### config.mk
export PLATFORM = sky130hd
export DESIGN_NAME = debounce_multi
export DESIGN_NICKNAME = d
export VERILOG_FILES = /design/src/rtl/debounce_pkg.sv /design/src/rtl/debounce_channel.sv /design/src/rtl/debounce_multi.sv
export SDC_FILE = /design/constraint.sdc
export NUM_CORES = 1
export LEC_CHECK = 0
export CAP_MARGIN = 25
export CORE_ASPECT_RATIO = 1.5
export CORE_MARGIN = 3
export CORE_UTILIZATION = 45
export CTS_CLUSTER_DIAMETER = 80
export DETAILED_ROUTE_END_ITERATION = 8
export SLEW_MARGIN = 20
export SYNTH_ARGS = -nofsm -noshare
export SYNTH_HDL_FRONTEND = slang
export SYNTH_SLANG_ARGS = --single-unit
### constraint.sdc
create_clock -name clk -period 5.9 [get_ports clk]
set_input_delay 0.59 -clock clk [delete_from_list [all_inputs] [get_ports clk]]
set_output_delay 0.59 -clock clk [all_outputs]
set_load 0.02 [all_outputs]
### src/rtl/debounce_pkg.sv
// Shared definitions for the multi-channel push-button debouncer.
// Provides the constant clog2 helper, input polarity codes, default timing
// constants and the per-channel event encoding used by debounce_channel.
package debounce_pkg;

  // Raw input polarity: ACT_LOW means a pressed button pulls the line low.
  localparam int ACT_LOW  = 1;
  localparam int ACT_HIGH = 0;

  // Default timing, matching a 50 MHz board with 1 kHz sampling.
  localparam int DEF_CHANNELS           = 4;
  localparam int DEF_CLK_HZ             = 50_000_000;
  localparam int DEF_TICK_HZ            = 1000;
  localparam int DEF_DEBOUNCE_TICKS     = 40;
  localparam int DEF_REPEAT_DELAY_TICKS = 500;
  localparam int DEF_REPEAT_RATE_TICKS  = 100;

  // Outcome of one sample tick for one channel.
  typedef enum logic [1:0] {
    EV_NONE    = 2'd0,
    EV_PRESS   = 2'd1,
    EV_RELEASE = 2'd2
  } btn_ev_t;

  // Number of bits needed to hold values 0..value-1 (minimum 1 for value<=2).
  function automatic int clog2(input int value);
    int r;
    r = 0;
    while ((1 << r) < value) begin
      r = r + 1;
    end
    if (r == 0) begin
      r = 1;
    end
    return r;
  endfunction

endpackage

### src/rtl/debounce_channel.sv
// One debouncer lane: 2-FF synchroniser, stable-sample counter, clean level
// and one-clk press/release strobes, evaluated only on prescaler ticks.
// Latency: 2 clk sync + DEBOUNCE_TICKS ticks; no backpressure (strobes are
// fire-and-forget).
// Optional: `define DEBOUNCE_AUTOREPEAT_EN adds the hold-to-repeat strobe.
//
// Ports:
//   clk, rst       clock and asynchronous active-high reset
//   tick           shared sample strobe from the top-level prescaler
//   btn_raw        asynchronous raw button level
//   btn_state      debounced level, 1 = pressed
//   btn_press      one-clk strobe when a press is accepted
//   btn_release    one-clk strobe when a release is accepted
//   btn_repeat     (autorepeat build only) one-clk repeat strobe while held
module debounce_channel
  import debounce_pkg::*;
#(
  parameter int ACTIVE_LOW     = ACT_LOW,
  parameter int DEBOUNCE_TICKS = DEF_DEBOUNCE_TICKS
`ifdef DEBOUNCE_AUTOREPEAT_EN
  , parameter int REPEAT_DELAY_TICKS = DEF_REPEAT_DELAY_TICKS
  , parameter int REPEAT_RATE_TICKS  = DEF_REPEAT_RATE_TICKS
`endif
) (
  input  logic clk,
  input  logic rst,
  input  logic tick,
  input  logic btn_raw,
  output logic btn_state,
  output logic btn_press,
  output logic btn_release
`ifdef DEBOUNCE_AUTOREPEAT_EN
  , output logic btn_repeat
`endif
);

  localparam int              CNT_W    = clog2(DEBOUNCE_TICKS + 1);
  localparam logic [CNT_W-1:0] CNT_LAST = CNT_W'(DEBOUNCE_TICKS - 1);
  // Raw level of a released button; the synchroniser resets to it so the
  // lane never sees a phantom press coming out of reset.
  localparam logic            IDLE_LVL = (ACTIVE_LOW != 0);

  logic [1:0]       sync_q;
  logic             act;
  logic [CNT_W-1:0] cnt_q;
  logic [CNT_W-1:0] cnt_nxt;
  logic             state_nxt;
  btn_ev_t          ev;

  // Two-flop synchroniser; sync_q[1] is the metastability-safe sample.
  always_ff @(posedge clk or posedge rst) begin
    if (rst) begin
      sync_q <= {2{IDLE_LVL}};
    end else begin
      sync_q <= {sync_q[0], btn_raw};
    end
  end

  // Normalise polarity: act = 1 means "pressed".
  assign act = sync_q[1] ^ IDLE_LVL;

  // Stable counter: counts consecutive ticks whose sample disagrees with the
  // current debounced level. Any agreeing sample restarts the count, so a
  // bounce shorter than DEBOUNCE_TICKS ticks never reaches the toggle point.
  // The counter is cleared on the toggle tick and therefore never wraps.
  always_comb begin
    cnt_nxt   = cnt_q;
    state_nxt = btn_state;
    ev        = EV_NONE;
    if (tick) begin
      if (act == btn_state) begin
        cnt_nxt = '0;
      end else if (cnt_q == CNT_LAST) begin
        cnt_nxt   = '0;
        state_nxt = ~btn_state;
        ev        = btn_state ? EV_RELEASE : EV_PRESS;
      end else begin
        cnt_nxt = cnt_q + 1'b1;
      end
    end
  end

  // Level and strobes are registered together, so a strobe lines up with the
  // first cycle of the new level and lasts exactly one clk.
  always_ff @(posedge clk or posedge rst) begin
    if (rst) begin
      cnt_q       <= '0;
      btn_state   <= 1'b0;
      btn_press   <= 1'b0;
      btn_release <= 1'b0;
    end else begin
      cnt_q       <= cnt_nxt;
      btn_state   <= state_nxt;
      btn_press   <= (ev == EV_PRESS);
      btn_release <= (ev == EV_RELEASE);
    end
  end

`ifdef DEBOUNCE_AUTOREPEAT_EN
  // Hold-to-repeat: after a press, count ticks while the level stays high.
  // The first repeat lands REPEAT_DELAY_TICKS ticks after the press tick,
  // then every REPEAT_RATE_TICKS. rpt_phase_q selects which interval the
  // counter is currently timing.
  localparam int RPT_MAX = (REPEAT_DELAY_TICKS > REPEAT_RATE_TICKS) ?
                           REPEAT_DELAY_TICKS : REPEAT_RATE_TICKS;
  localparam int               RPT_W     = clog2(RPT_MAX + 1);
  localparam logic [RPT_W-1:0] RPT_DELAY = RPT_W'(REPEAT_DELAY_TICKS);
  localparam logic [RPT_W-1:0] RPT_RATE  = RPT_W'(REPEAT_RATE_TICKS);

  logic [RPT_W-1:0] rpt_cnt_q;
  logic [RPT_W-1:0] rpt_cnt_nxt;
  logic [RPT_W-1:0] rpt_inc;
  logic             rpt_phase_q;
  logic             rpt_phase_nxt;
  logic             rpt_hit;

  always_comb begin
    rpt_cnt_nxt   = rpt_cnt_q;
    rpt_phase_nxt = rpt_phase_q;
    rpt_hit       = 1'b0;
    rpt_inc       = rpt_cnt_q + 1'b1;
    if (tick) begin
      // Released, or the level toggles on this tick: restart from scratch.
      // This also keeps a repeat from coinciding with btn_press.
      if (!btn_state || (ev != EV_NONE)) begin
        rpt_cnt_nxt   = '0;
        rpt_phase_nxt = 1'b0;
      end else if (rpt_inc == (rpt_phase_q ? RPT_RATE : RPT_DELAY)) begin
        rpt_cnt_nxt   = '0;
        rpt_phase_nxt = 1'b1;
        rpt_hit       = 1'b1;
      end else begin
        rpt_cnt_nxt = rpt_inc;
      end
    end
  end

  always_ff @(posedge clk or posedge rst) begin
    if (rst) begin
      rpt_cnt_q   <= '0;
      rpt_phase_q <= 1'b0;
      btn_repeat  <= 1'b0;
    end else begin
      rpt_cnt_q   <= rpt_cnt_nxt;
      rpt_phase_q <= rpt_phase_nxt;
      btn_repeat  <= rpt_hit;
    end
  end
`endif

endmodule

### src/rtl/debounce_multi.sv
// N-channel push-button debouncer feeding UART control (send trigger, baud
// select). Latency: 2 clk + DEBOUNCE_TICKS ticks (+ up to TICK_DIV clk phase)
// from a clean edge to btn_state; no backpressure, strobes are one clk wide.
// Optional: `define DEBOUNCE_AUTOREPEAT_EN adds REPEAT_* parameters and the
// btn_repeat output; without it no repeat port or logic exists.
//
// Ports:
//   clk          system clock
//   rst          asynchronous active-high reset
//   btn_raw      CHANNELS glitchy asynchronous button inputs
//   btn_state    CHANNELS debounced levels, 1 = pressed
//   btn_press    CHANNELS one-clk accepted-press strobes
//   btn_release  CHANNELS one-clk accepted-release strobes
//   btn_repeat   CHANNELS one-clk hold-repeat strobes (autorepeat build only)
//   tick         one-clk sample strobe, exported for reuse elsewhere
//
// Parameter ranges: CHANNELS 1..32, CLK_HZ/TICK_HZ >= 2, DEBOUNCE_TICKS 1..255.
module debounce_multi
  import debounce_pkg::*;
#(
  parameter int CHANNELS       = DEF_CHANNELS,
  parameter int CLK_HZ         = DEF_CLK_HZ,
  parameter int TICK_HZ        = DEF_TICK_HZ,
  parameter int DEBOUNCE_TICKS = DEF_DEBOUNCE_TICKS,
  parameter int ACTIVE_LOW     = ACT_LOW
`ifdef DEBOUNCE_AUTOREPEAT_EN
  , parameter int REPEAT_DELAY_TICKS = DEF_REPEAT_DELAY_TICKS
  , parameter int REPEAT_RATE_TICKS  = DEF_REPEAT_RATE_TICKS
`endif
) (
  input  logic                clk,
  input  logic                rst,
  input  logic [CHANNELS-1:0] btn_raw,
  output logic [CHANNELS-1:0] btn_state,
  output logic [CHANNELS-1:0] btn_press,
  output logic [CHANNELS-1:0] btn_release,
  output logic                tick
`ifdef DEBOUNCE_AUTOREPEAT_EN
  , output logic [CHANNELS-1:0] btn_repeat
`endif
);

  localparam int                 TICK_DIV   = CLK_HZ / TICK_HZ;
  localparam int                 PRESC_W    = clog2(TICK_DIV);
  localparam logic [PRESC_W-1:0] PRESC_LAST = PRESC_W'(TICK_DIV - 1);

  logic [PRESC_W-1:0] presc_q;

  // Shared prescaler: runs 0..TICK_DIV-1 and wraps. tick is decoded from the
  // terminal count so it is high for exactly that one cycle, and low in reset.
  always_ff @(posedge clk or posedge rst) begin
    if (rst) begin
      presc_q <= '0;
    end else if (presc_q == PRESC_LAST) begin
      presc_q <= '0;
    end else begin
      presc_q <= presc_q + 1'b1;
    end
  end

  assign tick = (presc_q == PRESC_LAST);

  // Channels are fully independent; accepts on several lanes in the same
  // tick strobe together.
  for (genvar g = 0; g < CHANNELS; g++) begin : g_ch
    debounce_channel #(
      .ACTIVE_LOW         (ACTIVE_LOW),
      .DEBOUNCE_TICKS     (DEBOUNCE_TICKS)
`ifdef DEBOUNCE_AUTOREPEAT_EN
      , .REPEAT_DELAY_TICKS (REPEAT_DELAY_TICKS)
      , .REPEAT_RATE_TICKS  (REPEAT_RATE_TICKS)
`endif
    ) u_ch (
      .clk         (clk),
      .rst         (rst),
      .tick        (tick),
      .btn_raw     (btn_raw[g]),
      .btn_state   (btn_state[g]),
      .btn_press   (btn_press[g]),
      .btn_release (btn_release[g])
`ifdef DEBOUNCE_AUTOREPEAT_EN
      , .btn_repeat  (btn_repeat[g])
`endif
    );
  end

endmodule

==> flow_metrics.tcl <==
set metrics [dict create \
    cp_slowest_stage_delay_ps 630 \
    antenna_left 0 \
    routed_wirelength_um 5260 \
    root_buffer "clkbuf_8" \
    n_antenna_cell 0 \
    p_leak_uw 0.00139 \
    multi_input_area_um2 1130 \
    initial_utilization_pct 47.4 \
    crit_buf_inv 2 \
    rows 34 \
    hpwl_um 3570 \
    gp_congestion 0.854 \
    worstSetupStartpoint "presc_q[4]$_DFF_PP0_" \
    path_class "register to output port" \
    via_count 2037 \
    skew_ps 5.18 \
    cap_violations 0 \
    synth_cells 280 \
    worst_setup_path_end_kind "output port" \
    pwr_density_cell_nw_per_um2 265 \
    ys_seq_area_share_pct 53.9 \
    fin_util_pct 53.9 \
    placed_area_um2 2970 \
    max_freq_mhz 294 \
    numCtsBuffers 9 \
    post_cts_resized 0 \
    worst-path-max-fanout 10 \
    arrival_ps 2820 \
    seqCellArea_um2 1510 \
    fin_hold_ws_ps 356 \
    clockBufferDepth 2 \
    grtUsageTotal_pct 16.7 \
    critPathLaunchType "register" \
    synth_cell_types 40 \
    n_fill_cell 541 \
    wire_per_inst_um 14.2 \
    maxSlewViolCount 0 \
    rr_startpoint "presc_q[4]$_DFF_PP0_" \
    cts.sinks 60 \
    cts_htree_levels 3 \
    synth_fp_nets 291 \
    grt_start_max_net_pins 61 \
    finalCriticalPeriod_ps 3410 \
    ys_ff_latch 60 \
    drc 0 \
    ys_warn_count 0 \
    antenna_found_initial 0 \
    worstMarginPinSlew_ps 739 \
    setup_viol 0 \
    ir_drop_uv 165 \
    hold_path.startpoint "g_ch[0].u_ch.sync_q[0]$_DFF_PP1_" \
    cp_cell_sequence "or4b_1 > or4_4 > inv_2 > clkdlybuf4s50_1" \
    critPathTopFamily "simple AND/OR/NAND/NOR gates" \
    grt_pass1_vias 2097 \
    crit_slowest_cell "clkdlybuf4s50_1" \
    slew_headroom_pct 50.7 \
    status "completed" \
    cts_hold_buf 0 \
    setup_slack_ps 2490 \
    dieArea_um2 7230 \
    clk_pin_slew_worst_paths_ps 60 \
    finalHoldViolCount 0 \
    port_buffers 18 \
    dieHeight_um 103 \
    die_w_um 70.5 \
    design_area_um2 3190 \
    post_drt_via_cell_ratio 5.49 \
    cts_tree "yes" \
    grt_pass1_wl_um 9430 \
    syn_avg_cell_area_um2 10.0 \
    post_cts_buffers 0 \
    dr.pass1.iters 4 \
    drive_gt1_share_pct 10.4 \
    nets 305 \
    grt-ovfl-total 0 \
    fin_setup_tns_ps 0 \
    area.growth.synth_to_final_pct 13.7 \
    place_worst_setup_slack_ps 2870 \
    critical_path_required_ps 5310 \
    rsz0062_at_grt "false" \
    ios 19 \
    syn-cell-area_um2 2800 \
    hold_class "register to register" \
    fin_crit_sh_pct 57.7 \
    core_area_um2 5910 \
    drt_iter0_markers 91 \
    clock_latency_ps 340 \
]
report_power, final:
group	leakage [uW]	switching, uW	internal (uW)
sequential	0.000797	2.54	416
clock	0.000107	161	249
combinational	0.000485	12.1	5.96
total	0.00139	175	671
cell families after synthesis:
| logic type | after synthesis | synth area share [%] |
|---|---|---|
| mux | 3 | 1.07 |
| simple gates | 123 | 22.5 |
| xor+xnor | 21 | 6.56 |
| compound gates | 40 | 8.08 |
| flops | 60 | 53.9 |
| buf+inv | 28 | 5.67 |
| fa+ha+maj | 5 | 2.23 |
metal layers:
metal  routed length (um)  GRT usage [%]  vias to the layer above
met3                  119           4.00                       13
met1                 2180           18.1                     1003
li1                     -              -                     1001
met5                    0              0                        -
met2                 2820           29.5                       20
met4                  151           10.2                        0
per-stage QoR:
| stage | instances | power (uW) |
|---|---|---|
| after global routing | 371 | 877 |
| after global placement | 355 | 445 |
| after CTS | 371 | 858 |
| final | 371 | 847 |
| after detailed placement | 355 | 446 |
| after floorplan | 280 | 437 |
worst paths after layout:
check                                                    endpoint  slack (ps)  cells after the start
worst max-delay path                                         tick        2490                      4
worst min-delay path             g_ch[0].u_ch.sync_q[1]$_DFF_PP1_         360                      0
worst max register to register  g_ch[1].u_ch.cnt_q[5]$_DFFE_PP0N_        3390                      4
worst min register to register   g_ch[0].u_ch.sync_q[1]$_DFF_PP1_         360                      0
max in group asynchronous                   presc_q[12]$_DFF_PP0_        4640                      3
min in group asynchronous                    presc_q[8]$_DFF_PP0_         790                      3
synthesized netlist by cell type:
cell / number / area, um2
or4_4: 1 / 11.3
nor3_1: 7 / 35.0
clkbuf_1: 3 / 11.3
a22oi_1: 1 / 7.51
nand2b_1: 2 / 12.5
and2_1: 5 / 31.3
dfrtp_1: 52 / 1300
or4b_1: 2 / 20.0
mux2i_1: 3 / 30.0
o41ai_1: 1 / 8.76
or4_1: 3 / 22.5
nand3_1: 22 / 110
or3_1: 1 / 6.26
ha_1: 5 / 62.6
nor2_1: 25 / 93.8
o21ai_0: 21 / 105
o21ai_1: 2 / 10.0
nor4_1: 2 / 12.5
buf_4: 12 / 90.1
dfstp_2: 8 / 210
inv_2: 1 / 3.75
o22ai_1: 1 / 6.26
and3_1: 5 / 31.3
buf_6: 1 / 11.3
and4_1: 1 / 8.76
o31ai_1: 5 / 37.5
o21a_1: 1 / 7.51
nor3b_1: 1 / 7.51
a31oi_1: 3 / 18.8
xnor2_1: 12 / 105
nand3b_1: 2 / 15.0
inv_1: 10 / 37.5
or2_2: 3 / 18.8
xor2_1: 9 / 78.8
or4_2: 1 / 8.76
nand4b_1: 2 / 17.5
clkbuf_2: 1 / 5.00
a21oi_1: 5 / 25.0
nand2_1: 28 / 105
nand4_1: 10 / 62.6
final cells by class:
| type | instances | share of cell area, % |
|---|---|---|
| repair buffers | 20 | 6.12 |
| clock inverters | 4 | 2.28 |
| multi-input cells | 192 | 35.5 |
| well taps | 72 | 2.82 |
| inverters | 11 | 1.29 |
| flip-flops and latches | 60 | 47.4 |
| clock buffers | 12 | 4.55 |
cell usage in the layout, fill, tap and decap left out, types with 2 or more instances in the layout:
cell type,Yosys,layout
a21oi_1,5,5
a31oi_1,3,3
and2_1,5,5
and3_1,5,5
buf_4,12,2
bufinv_16,0,2
clkbuf_1,3,2
clkbuf_8,0,10
clkdlybuf4s50_1,0,18
dfrtp_1,52,52
dfstp_2,8,8
ha_1,5,5
inv_1,10,9
inv_2,1,2
mux2i_1,3,3
nand2_1,28,28
nand2b_1,2,2
nand3_1,22,22
nand3b_1,2,2
nand4_1,10,10
nand4b_1,2,2
nor2_1,25,25
nor3_1,7,7
nor4_1,2,2
o21ai_0,21,21
o21ai_1,2,2
o31ai_1,5,5
or2_2,3,3
or4_1,3,3
or4b_1,2,2
xnor2_1,12,12
xor2_1,9,9
flip-flops by register name, indices dropped and copies added (netlist names):
name / count
g_ch.u_ch.sync_q: 8
g_ch.u_ch.btn_state: 4
presc_q: 16
g_ch.u_ch.btn_release: 4
g_ch.u_ch.btn_press: 4
g_ch.u_ch.cnt_q: 24
Power figures use the tool's default switching activity.
